**config.mk**
```make
export PLATFORM = sky130hd
export DESIGN_NAME = soc_evt_dc_tx
export DESIGN_NICKNAME = d
export VERILOG_FILES = /design/src/rtl/soc_evt_pkg.sv /design/src/rtl/soc_evt_rr_arb.sv /design/src/rtl/soc_evt_dc_tx.sv
export SDC_FILE = /design/constraint.sdc
export NUM_CORES = 1
export LEC_CHECK = 0
export CAP_MARGIN = 20
export CORE_AREA = 2 2 88 90
export DETAILED_ROUTE_END_ITERATION = 12
export DIE_AREA = 0 0 90 92
export GPL_TIMING_DRIVEN = 0
export PLACE_DENSITY = 0.89
export RECOVER_POWER = 100
export SYNTH_ARGS = -nofsm -noshare
export SYNTH_HDL_FRONTEND = slang
export SYNTH_HIERARCHICAL = 1
export SYNTH_SLANG_ARGS = --single-unit
```
**constraint.sdc**
```tcl
create_clock -name clk_i -period 10.11 [get_ports clk_i]
set_input_delay 3.033 -clock clk_i [delete_from_list [all_inputs] [get_ports clk_i]]
set_output_delay 3.033 -clock clk_i [all_outputs]
set_load 0.1 [all_outputs]
```
**src/rtl/soc_evt_pkg.sv**
```systemverilog
// Shared definitions for the SoC-to-cluster event channel.
// Contents:
//   bin2gray / gray2bin - pointer encoding helpers. They work on 32-bit values;
//                         callers cast to and from their own pointer width.
//   ptr_w               - pointer/token width for a given buffer depth.
//   evt_id_t            - event ID type at the default ID width.
package soc_evt_pkg;

  localparam int EVNT_WIDTH_DEF = 8;

  typedef logic [EVNT_WIDTH_DEF-1:0] evt_id_t;

  function automatic logic [31:0] bin2gray(input logic [31:0] b);
    return b ^ (b >> 1);
  endfunction

  // Bits above the caller's width are zero, so the prefix XOR from the MSB
  // produces the correct result for any narrower pointer.
  function automatic logic [31:0] gray2bin(input logic [31:0] g);
    logic [31:0] b;
    b[31] = g[31];
    for (int i = 30; i >= 0; i--) begin
      b[i] = b[i+1] ^ g[i];
    end
    return b;
  endfunction

  // One extra bit beyond the slot index separates the full state from the
  // empty state.
  function automatic int ptr_w(input int depth);
    return $clog2(depth) + 1;
  endfunction

endpackage

```
**src/rtl/soc_evt_rr_arb.sv**
```systemverilog
// Round-robin arbiter for the event sources.
// Ports:
//   req_i       - per-source request vector
//   rr_i        - index where the cyclic search for a valid request starts
//   en_i        - grant enable; when low, no grant is issued
//   grant_o     - one-hot grant, all zero when there is no grant
//   gnt_idx_o   - index of the granted source; only meaningful when gnt_valid_o is high
//   gnt_valid_o - a grant is issued this cycle
module soc_evt_rr_arb #(
  parameter int N_SRC = 4,
  localparam int IDX_W = (N_SRC > 1) ? $clog2(N_SRC) : 1
) (
  input  logic [N_SRC-1:0] req_i,
  input  logic [IDX_W-1:0] rr_i,
  input  logic             en_i,
  output logic [N_SRC-1:0] grant_o,
  output logic [IDX_W-1:0] gnt_idx_o,
  output logic             gnt_valid_o
);

  logic             w_found;
  logic [IDX_W-1:0] w_idx;
  logic [IDX_W-1:0] w_cand;

  // The first requester at or after rr_i, searching cyclically, wins.
  always_comb begin
    w_found = 1'b0;
    w_idx   = '0;
    w_cand  = '0;
    for (int k = 0; k < N_SRC; k++) begin
      w_cand = IDX_W'((int'(rr_i) + k) % N_SRC);
      if (!w_found && req_i[w_cand]) begin
        w_found = 1'b1;
        w_idx   = w_cand;
      end
    end
  end

  assign gnt_valid_o = en_i & w_found;
  assign gnt_idx_o   = w_idx;
  assign grant_o     = gnt_valid_o ? (N_SRC'(1) << w_idx) : '0;

endmodule

```
**src/rtl/soc_evt_dc_tx.sv**
```systemverilog
// Producer side of the SoC-to-cluster event channel.
// Several event sources are round-robin arbitrated into a multi-slot buffer.
// The buffer is exported together with a Gray-coded write token; the reader
// returns a Gray read pointer already synchronised into clk_i.
// Ports:
//   clk_i, rst_ni - clock, asynchronous active-low reset
//   enable_i      - grant enable (buffered data and pointer tracking persist when low)
//   src_valid_i   - per-source event request
//   src_id_i      - per-source event ID, held while its request is valid
//   src_ack_o     - one-cycle accept pulse to the granted source
//   evt_wt_o      - Gray write token
//   evt_rp_i      - Gray read pointer from the reader
//   evt_da_o      - slot array read by the reader at its pointer
//   fill_o        - occupied slots, 0..BUFFER_DEPTH
//   full_o        - no free slot
//   err_o         - sticky flag: the read pointer was ever out of range
module soc_evt_dc_tx
  import soc_evt_pkg::*;
#(
  parameter int N_SRC        = 4,
  parameter int EVNT_WIDTH   = 8,
  parameter int BUFFER_DEPTH = 8,
  localparam int PTR_W       = ptr_w(BUFFER_DEPTH),
  localparam int IDX_W       = (N_SRC > 1) ? $clog2(N_SRC) : 1
) (
  input  logic                                   clk_i,
  input  logic                                   rst_ni,
  input  logic                                   enable_i,
  input  logic [N_SRC-1:0]                       src_valid_i,
  input  logic [N_SRC-1:0][EVNT_WIDTH-1:0]       src_id_i,
  output logic [N_SRC-1:0]                       src_ack_o,
  output logic [PTR_W-1:0]                       evt_wt_o,
  input  logic [PTR_W-1:0]                       evt_rp_i,
  output logic [BUFFER_DEPTH-1:0][EVNT_WIDTH-1:0] evt_da_o,
  output logic [PTR_W-1:0]                       fill_o,
  output logic                                   full_o,
  output logic                                   err_o
);

  logic [PTR_W-1:0]                        r_wptr;
  logic [PTR_W-1:0]                        r_wt;
  logic [BUFFER_DEPTH-1:0][EVNT_WIDTH-1:0] r_slot;
  logic [IDX_W-1:0]                        r_rr;
  logic                                    r_err;

  logic [PTR_W-1:0] w_rptr_bin;
  logic [PTR_W-1:0] w_diff;
  logic [PTR_W-1:0] w_wptr_nxt;
  logic             w_full;
  logic             w_oob;
  logic             w_gnt;
  logic [IDX_W-1:0] w_gidx;
  logic [IDX_W-1:0] w_rr_nxt;

  assign w_rptr_bin = PTR_W'(gray2bin(32'(evt_rp_i)));
  // Modulo-2^PTR_W subtraction gives occupancy across pointer wrap.
  assign w_diff     = r_wptr - w_rptr_bin;
  // A difference beyond the depth can only come from a corrupt read pointer;
  // treating it as full stops any slot from being overwritten.
  assign w_oob      = (w_diff > PTR_W'(BUFFER_DEPTH));
  assign w_full     = (w_diff >= PTR_W'(BUFFER_DEPTH));
  assign w_wptr_nxt = r_wptr + PTR_W'(1);

  soc_evt_rr_arb #(
    .N_SRC (N_SRC)
  ) u_arb (
    .req_i       (src_valid_i),
    .rr_i        (r_rr),
    .en_i        (enable_i & ~w_full),
    .grant_o     (src_ack_o),
    .gnt_idx_o   (w_gidx),
    .gnt_valid_o (w_gnt)
  );

  // Priority moves to the source after the winner; with one source this is always 0.
  assign w_rr_nxt = (w_gidx == IDX_W'(N_SRC - 1)) ? '0 : (w_gidx + IDX_W'(1));

  // Slot data and token change on the same edge; the reader's token
  // synchroniser delays visibility until the data has settled.
  always_ff @(posedge clk_i or negedge rst_ni) begin
    if (!rst_ni) begin
      r_wptr <= '0;
      r_wt   <= '0;
      r_slot <= '0;
      r_rr   <= '0;
      r_err  <= 1'b0;
    end else begin
      if (w_oob) begin
        r_err <= 1'b1;
      end
      if (w_gnt) begin
        r_slot[r_wptr[PTR_W-2:0]] <= src_id_i[w_gidx];
        r_wptr                    <= w_wptr_nxt;
        r_wt                      <= PTR_W'(bin2gray(32'(w_wptr_nxt)));
        r_rr                      <= w_rr_nxt;
      end
    end
  end

  assign evt_wt_o = r_wt;
  assign evt_da_o = r_slot;
  assign fill_o   = w_oob ? PTR_W'(BUFFER_DEPTH) : w_diff;
  assign full_o   = w_full;
  assign err_o    = r_err;

endmodule

```
# Word level (Yosys, flattened, before mapping)
# Index checks and enable logic that the tools add are counted.
dict set report word_totals {
  out_inout_bits 78
  ram_bits 0
  in_bits 43
  wordCells 67
  mem_bits_ro 0
  ff_bits 75
  mem_count 0
  latch_bits 0
}
dict set report classes {
  n_addsub 6
  eq_ne 1
  n_mux 24
  shifts 1
  multipliers 0
  reduce_logical 7
  n_bitwise 7
  n_lt_le_gt_ge 9
  div 0
}
# op count
set ops {}
lappend ops {{$bwmux 64} 1}
lappend ops {{$demux 8 s3} 1}
lappend ops {{$bmux 8 s2} 1}
lappend ops {{$mux 8} 2}
lappend ops {{$lt 2x3->1 const B} 5}
lappend ops {{$mux 2} 5}
lappend ops {{$bmux 1 s2} 4}
lappend ops {{$mux 1} 8}
lappend ops {{$mux 4} 2}
lappend ops {{$add 2x1->2 const B} 2}
lappend ops {{$add 2x2->2 const B} 2}
lappend ops {{$add 4x1->4 const B} 1}
lappend ops {{$ge 4x4->1 const B} 1}
lappend ops {{$gt 4x4->1 const B} 1}
lappend ops {{$logic_and 1x1->1} 4}
lappend ops {{$lt 3x4->1 const B} 1}
lappend ops {{$shl 1x2->4 const A} 1}
lappend ops {{$sub 4x4->4} 1}
lappend ops {{$xor 4x3->4} 1}
lappend ops {{$ge 3x1->1 const B} 1}
lappend ops {{$logic_not 1->1} 3}
lappend ops {{$xor 1x1->1} 3}
lappend ops {{$and 1x1->1} 2}
lappend ops {{$eq 2x2->1 const B} 1}
lappend ops {{$not 1->1} 1}

# Longest topological paths before layout
# Gate-level depths: netlist (run 1).
dict set report logic_depth {
  depth_word 15
  mapped_depth 13
  depth_no_buf 12
}

# Modules after synthesis
# Netlist (run 1), hierarchy kept.
# module seq_area_each_um2 cells_each area_per_inst_um2 n_inst
set modules_own_cells {}
lappend modules_own_cells {soc_evt_dc_tx 1851.8 206 3315.7 1}
lappend modules_own_cells {soc_evt_rr_arb 0.0 19 143.9 1}

# Worst setup path after synthesis (run 1)
# Ideal clock, no wire load.
dict set report synth_timing {
  kind {input to output}
  from {in evt_rp_i[3]}
  to {out src_ack_o[0]}
  required_time_ns 7.077
  n_path_buf 0
  t_arrival_ns 6.779
  cell_stages 9
  slack_ns 0.298
  cell_sequence {xnor2_1 > xor2_1 > xnor2_1 > ha_1 > nand3b_1 > a21o_1 > a21boi_0 > o41ai_2 > nor3b_1}
}
dict set report synth_via {
  elab_chain_len 9
}
# item line
set synth_rtl {}
lappend synth_rtl {{start, declared} soc_evt_dc_tx.sv:33} ;# input logic [PTR_W-1:0] evt_rp_i,
lappend synth_rtl {{$xor 1x1->1 (3 in series)} soc_evt_pkg.sv:23} ;# b[i] = b[i+1] ^ g[i];
lappend synth_rtl {{$sub 4x4->4 (*)} soc_evt_dc_tx.sv:57} ;# assign w_diff = r_wptr - w_rptr_bin;
lappend synth_rtl {{$ge 4x4->1 (*)} soc_evt_dc_tx.sv:61} ;# assign w_full = (w_diff >= PTR_W'(BUFFER_DEPTH));
lappend synth_rtl {{$not 1->1 (*)} soc_evt_dc_tx.sv:69} ;# .en_i (enable_i & ~w_full),
lappend synth_rtl {{$and 1x1->1 (*)} soc_evt_dc_tx.sv:69}
lappend synth_rtl {{$and 1x1->1 (*)} soc_evt_rr_arb.sv:39} ;# assign gnt_valid_o = en_i & w_found;
lappend synth_rtl {{$mux 4 (*)} soc_evt_rr_arb.sv:41} ;# assign grant_o = gnt_valid_o ? (N_SRC'(1) << w_idx) : '0;
lappend synth_rtl {{end, declared} soc_evt_dc_tx.sv:31} ;# output logic [N_SRC-1:0] src_ack_o,
# Mark *: on every way between the ends. The rest lies on a longest branch, timed or not.

# Final worst setup path (run 1)
dict set report layout_timing {
  from {in evt_rp_i[3]}
  to {out src_ack_o[1]}
}
# The elaborated chain is that of the path after synthesis.

==> flow_summary.json, run 1 <==
{
  "final-hold-violation-count": 0,
  "yosysTopAreaCell": "dfrtp_1",
  "routed-via-count": 2422,
  "netlist.area_leader.share": 0.5353,
  "fin_cells": 463,
  "place_congestion": 0.7456,
  "clkTransAtPathRegs_ps": 70,
  "globalRouteTotalUtil": 0.2042,
  "fp.dieArea_um2": 8280,
  "hold_end": "err_o$_DFFE_PN0N_",
  "worstMarginPinSlew_ps": 3858,
  "min_period_over_period": 0.9751,
  "syn_area_per_cell_um2": 15.38,
  "nFillCells": 587,
  "cts.sinks": 74,
  "reg2regPathDepth": 9,
  "seq_area_frac_synth": 0.5353,
  "ant_nets": 0,
  "synthMuxAreaShare": 0.2886,
  "synth_cell_type_count": 39,
  "tns_ps": 0,
  "numCtsBuffers": 9,
  "min_path_cells": 1,
  "via_per_inst": 5.231,
  "yosys.area_share.simple": 0.06474,
  "design.core.area_um2": 7447,
  "die_x_um": 90,
  "grt.overflow.total": 0,
  "cp-start-kind": "input pin",
  "min_path_type": "flop to flop",
  "netlist_area_um2": 3460,
  "drive_gt1_frac": 0.2632,
  "drc": 0,
  "root_buffer": "clkbuf_8",
  "ys_ff_latch": 74,
  "diodes": 0,
  "wl_per_cell_um": 17.30,
  "critPathMaxFanout": 7,
  "cts_hold_buf": 0,
  "grt_pass1_wl_mm": 13.06,
  "slew_headroom": -1.572,
  "antenna_found_initial": 0,
  "reg2reg_slack_ps": 6380,
  "violations": "capacitance limit, slew limit",
  "clkLatencyLatePin_ps": 340,
  "seqCellArea_um2": 1852,
  "hpwl_mm": 5.935,
  "ys_async_sr_fraction": 1.000,
  "netlist_instances": 225,
  "path_class": "input pin to output port",
  "synth.area.top_cells": "dfrtp_1, mux2_2, mux4_2, mux2_4, xnor2_1",
  "rsz0062_at_grt": "false",
  "placed_area_um2": 4786,
  "arrival_ps": 6830,
  "fin_crit_ps": 9858,
  "synth-edff-count": 0,
  "h-tree-depth": 3,
  "cts_setup_buffers": 0,
  "dr.pass1.iters": 4,
  "yosys_warnings": 6,
  "initial_core_util": 0.4645,
  "r2r_end": "evt_da_o[32]$_DFFE_PN0P_",
  "fin_skew_ps": 7.244,
  "synth-compound-area-share": 0.03255,
  "hold_ws_ps": 472.2,
  "final_area_um2": 4902,
  "yosys.area_share.adder": 0.02387,
  "routed_wl_mm": 8.009,
  "synth-xor-area-share": 0.03291,
  "cts_max_path_buffers": 2,
  "required_ps": 7080,
  "num_rows": 32,
  "setup_viol": 0,
  "first_iter_violations": 105,
  "r2r_start": "r_wptr[2]$_DFFE_PN0P_",
  "cts_tree": "yes",
  "synthFlopType": "dfrtp_1",
  "drv_slew": 75,
  "grt_pass1_vias": 2523,
  "max_freq_mhz": 101.4,
  "numPortBuffers": 120,
  "ioPinCount": 121,
  "grt_max_degree": 75,
  "syn_to_final_growth_pct": 41.70,
  "hp-start": "err_o$_DFFE_PN0N_",
  "synth_top_family_by_area": "multiplexers",
  "dieHeight_um": 92,
  "multi_input_comb_area_um2": 1451,
  "placed_cells": 447,
  "outcome": "finished with violations",
  "maxCapViolations": 1,
  "crit_path_end_kind": "output port",
  "nets": 405,
  "synth_nets": 274
}
==> area by class of cell <==
type / instances / area share
buffer: 8 / 0.009699
clock buffer: 10 / 0.02603
clock inverter: 6 / 0.01838
inverter: 4 / 0.003573
multi-input combinational: 139 / 0.2961
sequential: 74 / 0.3777
tap: 102 / 0.02603
timing repair buffer: 120 / 0.2425
==> worst max-delay path by stage <==
stage                      startpoint           end  slack (ps)  depth (start not counted)
final                     evt_rp_i[3]  src_ack_o[1]         250                         11
after global placement    evt_rp_i[3]  src_ack_o[2]         170                         12
after floorplan           evt_rp_i[3]  src_ack_o[0]         300                          9
after global routing      evt_rp_i[3]  src_ack_o[3]          40                         11
after CTS                 evt_rp_i[3]  src_ack_o[2]         110                         12
after detailed placement  evt_rp_i[3]  src_ack_o[2]         140                         12
==> timing repair <==
action / CTS / global route
resized for setup: 0 / 1
setup endpoints to repair: 0 / 1
hold endpoints to repair: 0 / 0
==> per-stage QoR <==
stage               worst slack, ps  utilization
floorplan                     298.0            -
detailed placement            144.1       0.6426
global route                  35.39       0.6583
global placement              169.9       0.6430
finish                        251.8       0.6583
CTS                           113.7       0.6719
==> registers in the layout, indices dropped and copies added, names as in the netlist <==
register	count
r_wptr	4
err_o	1
r_rr	2
evt_wt_o	3
evt_da_o	64
==> synthesized netlist by cell type (3+ instances only) <==
| library cell | n |
|---|---|
| dfrtp_1 | 74 |
| a21boi_0 | 3 |
| buf_4 | 3 |
| ha_1 | 5 |
| mux4_2 | 8 |
| inv_1 | 3 |
| a21oi_1 | 6 |
| nor2_1 | 3 |
| mux2_2 | 62 |
| xor2_1 | 3 |
| mux2_4 | 8 |
| xnor2_1 | 10 |
==> critical path: stages <==
cell and delay (ps):
clkdlybuf4s50_1 460, xnor2_1 270, xor2_1 350, xnor2_1 120
ha_1 200, nand3b_1 180, a21o_1 230, a21boi_0 330
o41ai_1 230, nor3_2 200, dlygate4sd3_1 1220
==> layout by cell type, fill, tap and decap left out, drive strengths merged, types with 2 or more instances in the layout <==
master          n
dlygate4sd3    76
dfrtp          74
mux2           70
clkdlybuf4s50  42
clkbuf         15
xnor2          10
mux4            8
a21oi           6
ha              5
inv             5
buf             5
nor3            4
xor2            3
a21boi          3
nor2            3
nand2b          3
nor3b           3
nand3b          2
a21o            2
and2            2
nand4           2
nand2           2
bufinv          2
clkinv          2
==> cells by family after synthesis <==
kind of cell | count (synthesis)
and+or+nand+nor | 27
adders and majority gates | 6
buffers and inverters | 12
AOI/OAI and AO/OA | 15
muxes | 78
xor gates and xnor gates | 13
DFF | 74
==> layer usage <==
metal / global-route usage / wire (um) / vias to the layer above / part of all wire
met2: 0.3415 / 4076 / 98 / 0.51
met5: 0 / 0 / - / 0
met3: 0.04930 / 536 / 13 / 0.067
met4: 0.08077 / 127 / 0 / 0.016
met1: 0.2575 / 3268 / 1221 / 0.41
li1: - / - / 1090 / -
Power of run 1 is left out: the tool's default activity adds up to more than one toggle a clock period on the data nets, which glitch-free logic cannot reach.
==> run 2, diff against run 1 <==
--- a/config.mk
+++ b/config.mk
@@ -12,6 +12,7 @@
 export GPL_TIMING_DRIVEN = 0
 export PLACE_DENSITY = 0.89
 export RECOVER_POWER = 100
+export SETUP_SLACK_MARGIN = 0.4
 export SYNTH_ARGS = -nofsm -noshare
 export SYNTH_HDL_FRONTEND = slang
 export SYNTH_HIERARCHICAL = 1
==> flow_summary.json, run 2 (same netlist as run 1, synthesis figures left out) <==
{
  "path_class": "input pin to output port",
  "max_freq_mhz": 104.5,
  "wl_per_cell_um": 17.20,
  "worstMarginPinSlew_ps": 3857,
  "cts_setup_buffers": 0,
  "drc": 0,
  "grt_pass1_wl_mm": 12.84,
  "syn_to_final_growth_pct": 40.47,
  "crit_end": "fill_o[1]",
  "final-hold-violation-count": 0,
  "required_ps": 7080,
  "slew_headroom": -1.571,
  "fp.dieArea_um2": 8280,
  "cts_tree": "yes",
  "maxCapViolations": 1,
  "r2r_end": "evt_da_o[35]$_DFFE_PN0P_",
  "tns_ps": 0,
  "fin_skew_ps": 5.846,
  "final_cell_mix": "dlygate4sd3_1, dfrtp_1, mux2_2, clkdlybuf4s50_1, xnor2_1",
  "numPortBuffers": 120,
  "routed_wl_mm": 7.945,
  "initial_core_util": 0.4645,
  "rsz0062_at_grt": "false",
  "root_buffer": "clkbuf_8",
  "dieHeight_um": 92,
  "setup_viol": 0,
  "routed-via-count": 2397,
  "hpwl_mm": 6.075,
  "place_congestion": 0.7969,
  "placed_cells": 447,
  "drv_slew": 75,
  "ioPinCount": 121,
  "antenna_found_initial": 0,
  "grt_pass1_vias": 2565,
  "violations": "capacitance limit, slew limit",
  "fin_cells": 462,
  "arrival_ps": 6540,
  "largest_reg_flops": 64,
  "globalRouteTotalUtil": 0.1990,
  "cp-start-kind": "input pin",
  "h-tree-depth": 3,
  "drive_gt1_frac": 0.2722,
  "diodes": 0,
  "min_path_type": "flop to flop",
  "cts_hold_buf": 0,
  "cts.sinks": 74,
  "num_rows": 32,
  "first_iter_violations": 91,
  "die_x_um": 90,
  "critPathMaxFanout": 3,
  "clkLatencyLatePin_ps": 330,
  "reg2regPathDepth": 9,
  "cts_max_path_buffers": 2,
  "numCtsBuffers": 9,
  "final_common_cell": "dlygate4sd3_1",
  "fin_crit_ps": 9571,
  "crit_path_end_kind": "output port",
  "nets": 405,
  "clkTransAtPathRegs_ps": 70,
  "min_period_over_period": 0.9467,
  "grt.overflow.total": 0,
  "ant_nets": 0,
  "r2r_start": "r_wptr[2]$_DFFE_PN0P_",
  "dr.pass1.iters": 4,
  "design.core.area_um2": 7447,
  "reg2reg_slack_ps": 6580,
  "grt_max_degree": 75,
  "outcome": "finished with violations",
  "crit_start": "evt_rp_i[3]",
  "via_per_inst": 5.188
}
## run 2: cell count changes in the layout (fill, tap and decap cells not counted)
cell	change
clkbuf_1	-1
mux2_2	-1
bufinv_16	-1
clkinv_2	+1
mux2_1	+1
clkbuf_2	+4
dlygate4sd3_1	-1
inv_6	-1
nor3b_1	-1
clkdlybuf4s50_1	-2
nor3b_2	+1
## run 2: metrics by stage
step / hold slack, ps / area (um^2) / worst slack (ps) / utilization
2_1_floorplan: 521.2 / 3465 / 493.1 / -
3_3_place_gp: 452.3 / 4793 / 174.1 / 0.6436
6_report: 462.6 / 4860 / 539.4 / 0.6526
4_1_cts: 474.2 / 4970 / 390.3 / 0.6673
3_5_place_dp: 457.7 / 4791 / 130.7 / 0.6433
5_1_grt: 497.0 / 4860 / 305.8 / 0.6526
## run 2: layout make-up
| type | instances | area, um^2 |
|---|---|---|
| clock inverter | 5 | 56.30 |
| tap | 102 | 127.6 |
| multi-input combinational | 139 | 1456 |
| sequential | 74 | 1852 |
| clock buffer | 10 | 127.6 |
| fill | 596 | 2587 |
| inverter | 4 | 17.52 |
| buffer | 8 | 47.55 |
| timing repair buffer | 120 | 1175 |
## run 2: layer usage
metal | GRT usage | up-vias | wire (um) | part of all wire
met5 | 0 | - | 0 | 0
met3 | 0.05094 | 12 | 489 | 0.062
met4 | 0.07051 | 0 | 102 | 0.013
li1 | - | 1083 | - | -
met1 | 0.2374 | 1206 | 3290 | 0.41
met2 | 0.3503 | 96 | 4062 | 0.51
## run 2: worst max-delay path: stages
cell and delay [ps]:
dlygate4sd3_1 580, xnor2_1 260, xor2_1 350, xnor2_1 180, ha_1 190, inv_1 50, fa_1 480, a21boi_0 180
dlygate4sd3_1 1220
## run 2: worst min path at each step
stage                          start                    end  slack [ps]  cells after the start
6_report           err_o$_DFFE_PN0N_      err_o$_DFFE_PN0N_         460                      1
5_1_grt            err_o$_DFFE_PN0N_      err_o$_DFFE_PN0N_         500                      1
4_1_cts            err_o$_DFFE_PN0N_      err_o$_DFFE_PN0N_         470                      1
3_5_place_dp       err_o$_DFFE_PN0N_      err_o$_DFFE_PN0N_         460                      1
3_3_place_gp       err_o$_DFFE_PN0N_      err_o$_DFFE_PN0N_         450                      1
2_1_floorplan  r_wptr[3]$_DFFE_PN0P_  r_wptr[3]$_DFFE_PN0P_         520                      1
## run 2: timing repair
action                                  4_1_cts  5_1_grt
resized for setup                             4        8
endpoints found under the setup margin        4        4
hold endpoints to repair                      0        0
pin swaps                                     0        0
Power of run 2 is left out for the same reason.
==> run 3, diff against run 2 <==
==> constraint.sdc (replaced) <==
create_clock -name clk_i -period 10.11 [get_ports clk_i]
set_input_delay 3.033 -clock clk_i [delete_from_list [all_inputs] [get_ports clk_i]]
set_output_delay 3.033 -clock clk_i [all_outputs]
set_load 0.02 [all_outputs]
==> flow_summary.json, run 3 (same netlist as run 1, synthesis figures left out) <==
{
  "dieHeight_um": 92,
  "grt.overflow.total": 0,
  "drc": 0,
  "cts_tree": "yes",
  "drv_slew": 75,
  "antenna_found_initial": 0,
  "grt_max_degree": 75,
  "dr.pass1.iters": 4,
  "final_common_cell": "dlygate4sd3_1",
  "path_class": "input pin to output port",
  "rsz0062_at_grt": "false",
  "drive_gt1_frac": 0.2632,
  "maxCapViolations": 1,
  "wl_per_cell_um": 17.28,
  "clkLatencyLatePin_ps": 340,
  "outcome": "finished with violations",
  "clkTransAtPathRegs_ps": 70,
  "nets": 405,
  "p_int_uw": 1024,
  "combinationalPowerShare": 0.545,
  "crit_path_end_kind": "output port",
  "fin_crit_ps": 9513,
  "p_clk_frac": 0.149,
  "routed_wl_mm": 7.999,
  "critPathMaxFanout": 7,
  "grt_pass1_wl_mm": 13.06,
  "fin_skew_ps": 7.159,
  "via_per_inst": 5.222,
  "fp.dieArea_um2": 8280,
  "hold_ws_ps": 472.2,
  "reg2regPathDepth": 9,
  "numPortBuffers": 120,
  "required_ps": 7080,
  "hp-start": "err_o$_DFFE_PN0N_",
  "ir_worst_vdd_v": 0.0001537,
  "setup_viol": 0,
  "ioPinCount": 121,
  "placed_cells": 447,
  "slew_headroom": -1.582,
  "initial_core_util": 0.4645,
  "min_period_over_period": 0.9409,
  "die_x_um": 90,
  "globalRouteTotalUtil": 0.2042,
  "reg2reg_slack_ps": 6460,
  "min_path_cells": 1,
  "worstMarginPinSlew_ps": 3873,
  "ant_nets": 0,
  "pwr-share-seq": 0.306,
  "place_congestion": 0.7456,
  "diodes": 0,
  "fin_cells": 463,
  "hold_end": "err_o$_DFFE_PN0N_",
  "max_freq_mhz": 105.1,
  "final-hold-violation-count": 0,
  "num_rows": 32,
  "cts_max_path_buffers": 2,
  "r2r_start": "r_wptr[2]$_DFFE_PN0P_",
  "r2r_end": "evt_da_o[32]$_DFFE_PN0P_",
  "violations": "capacitance limit, slew limit",
  "cts_setup_buffers": 0,
  "routed-via-count": 2418,
  "p_leak_uw": 0.002170,
  "grt_pass1_vias": 2523,
  "nFillCells": 585,
  "tns_ps": 0,
  "cts_hold_buf": 0,
  "h-tree-depth": 3,
  "arrival_ps": 6480,
  "largest_reg_flops": 64,
  "hpwl_mm": 5.935,
  "cts.sinks": 74,
  "numCtsBuffers": 9,
  "syn_to_final_growth_pct": 41.88,
  "switchingPower_uw": 667.2,
  "root_buffer": "clkbuf_8",
  "powerDensity_nw_per_um2": 344.5,
  "first_iter_violations": 102,
  "final_cell_mix": "dlygate4sd3_1, dfrtp_1, mux2_2, clkdlybuf4s50_1, xnor2_1",
  "cp-start-kind": "input pin",
  "min_path_type": "flop to flop",
  "design.core.area_um2": 7447,
  "switching_share": 0.3946,
  "cts_resized": 0
}
==> run 3: worst max path at each step <==
stage                start  slack [ps]  depth (start not counted)      endpoint
2_1_floorplan  evt_rp_i[3]        1990                          9  src_ack_o[0]
3_3_place_gp   evt_rp_i[3]         700                         12  src_ack_o[2]
3_5_place_dp   evt_rp_i[3]         670                         12  src_ack_o[2]
4_1_cts        evt_rp_i[3]         640                         12  src_ack_o[2]
5_1_grt        evt_rp_i[3]         300                         12  src_ack_o[2]
6_report       evt_rp_i[3]         600                         12  src_ack_o[2]
==> run 3: power groups by stage <==
stage                     Combinational, uW  Sequential, uW  Clock, uW
final                                   922             517        251
after global routing                    985             538        270
after CTS                              1020             526        256
after detailed placement               1020             531          0
after global placement                  996             521          0
after floorplan                         434             674          0
==> run 3: final cells by class <==
class	count	area (um^2)	area share
plain buffers	8	47.55	0.009686
clock buffers	10	127.6	0.02600
flip-flops and latches	74	1852	0.3773
clock inverters	6	90.09	0.01835
repair buffers	120	1195	0.2434
multi-input cells	139	1451	0.2957
well taps	102	127.6	0.02600
inverters	4	17.52	0.003569
==> run 3: stage by stage <==
step           cell area [um^2]  power, uW  worst slack [ps]    util
2_1_floorplan              3460       1108              1986       -
6_report                   4908       1691             597.3  0.6591
4_1_cts                    5004       1803             644.3  0.6719
3_5_place_dp               4786       1548             674.7  0.6426
3_3_place_gp               4788       1516             700.5  0.6430
5_1_grt                    4908       1793             302.9  0.6591
==> run 3: routing by layer <==
metal / up-vias / GRT usage / wire length, um
met5: - / 0 / 0
met4: 0 / 0.08077 / 124
met3: 13 / 0.04930 / 537
met2: 98 / 0.3415 / 4070
met1: 1217 / 0.2575 / 3267
li1: 1090 / - / -
==> run 3: critical path: stages <==
cell and delay (ps):
dlygate4sd3_1 590, xnor2_1 260, xor2_1 350, xnor2_1 120, ha_1 200, nand3b_1 180, a21o_1 230, a21boi_0 270
o41ai_1 210, inv_1 200, and3_1 170, dlygate4sd3_1 670
Note: power is estimated with default switching activity, not from simulation.
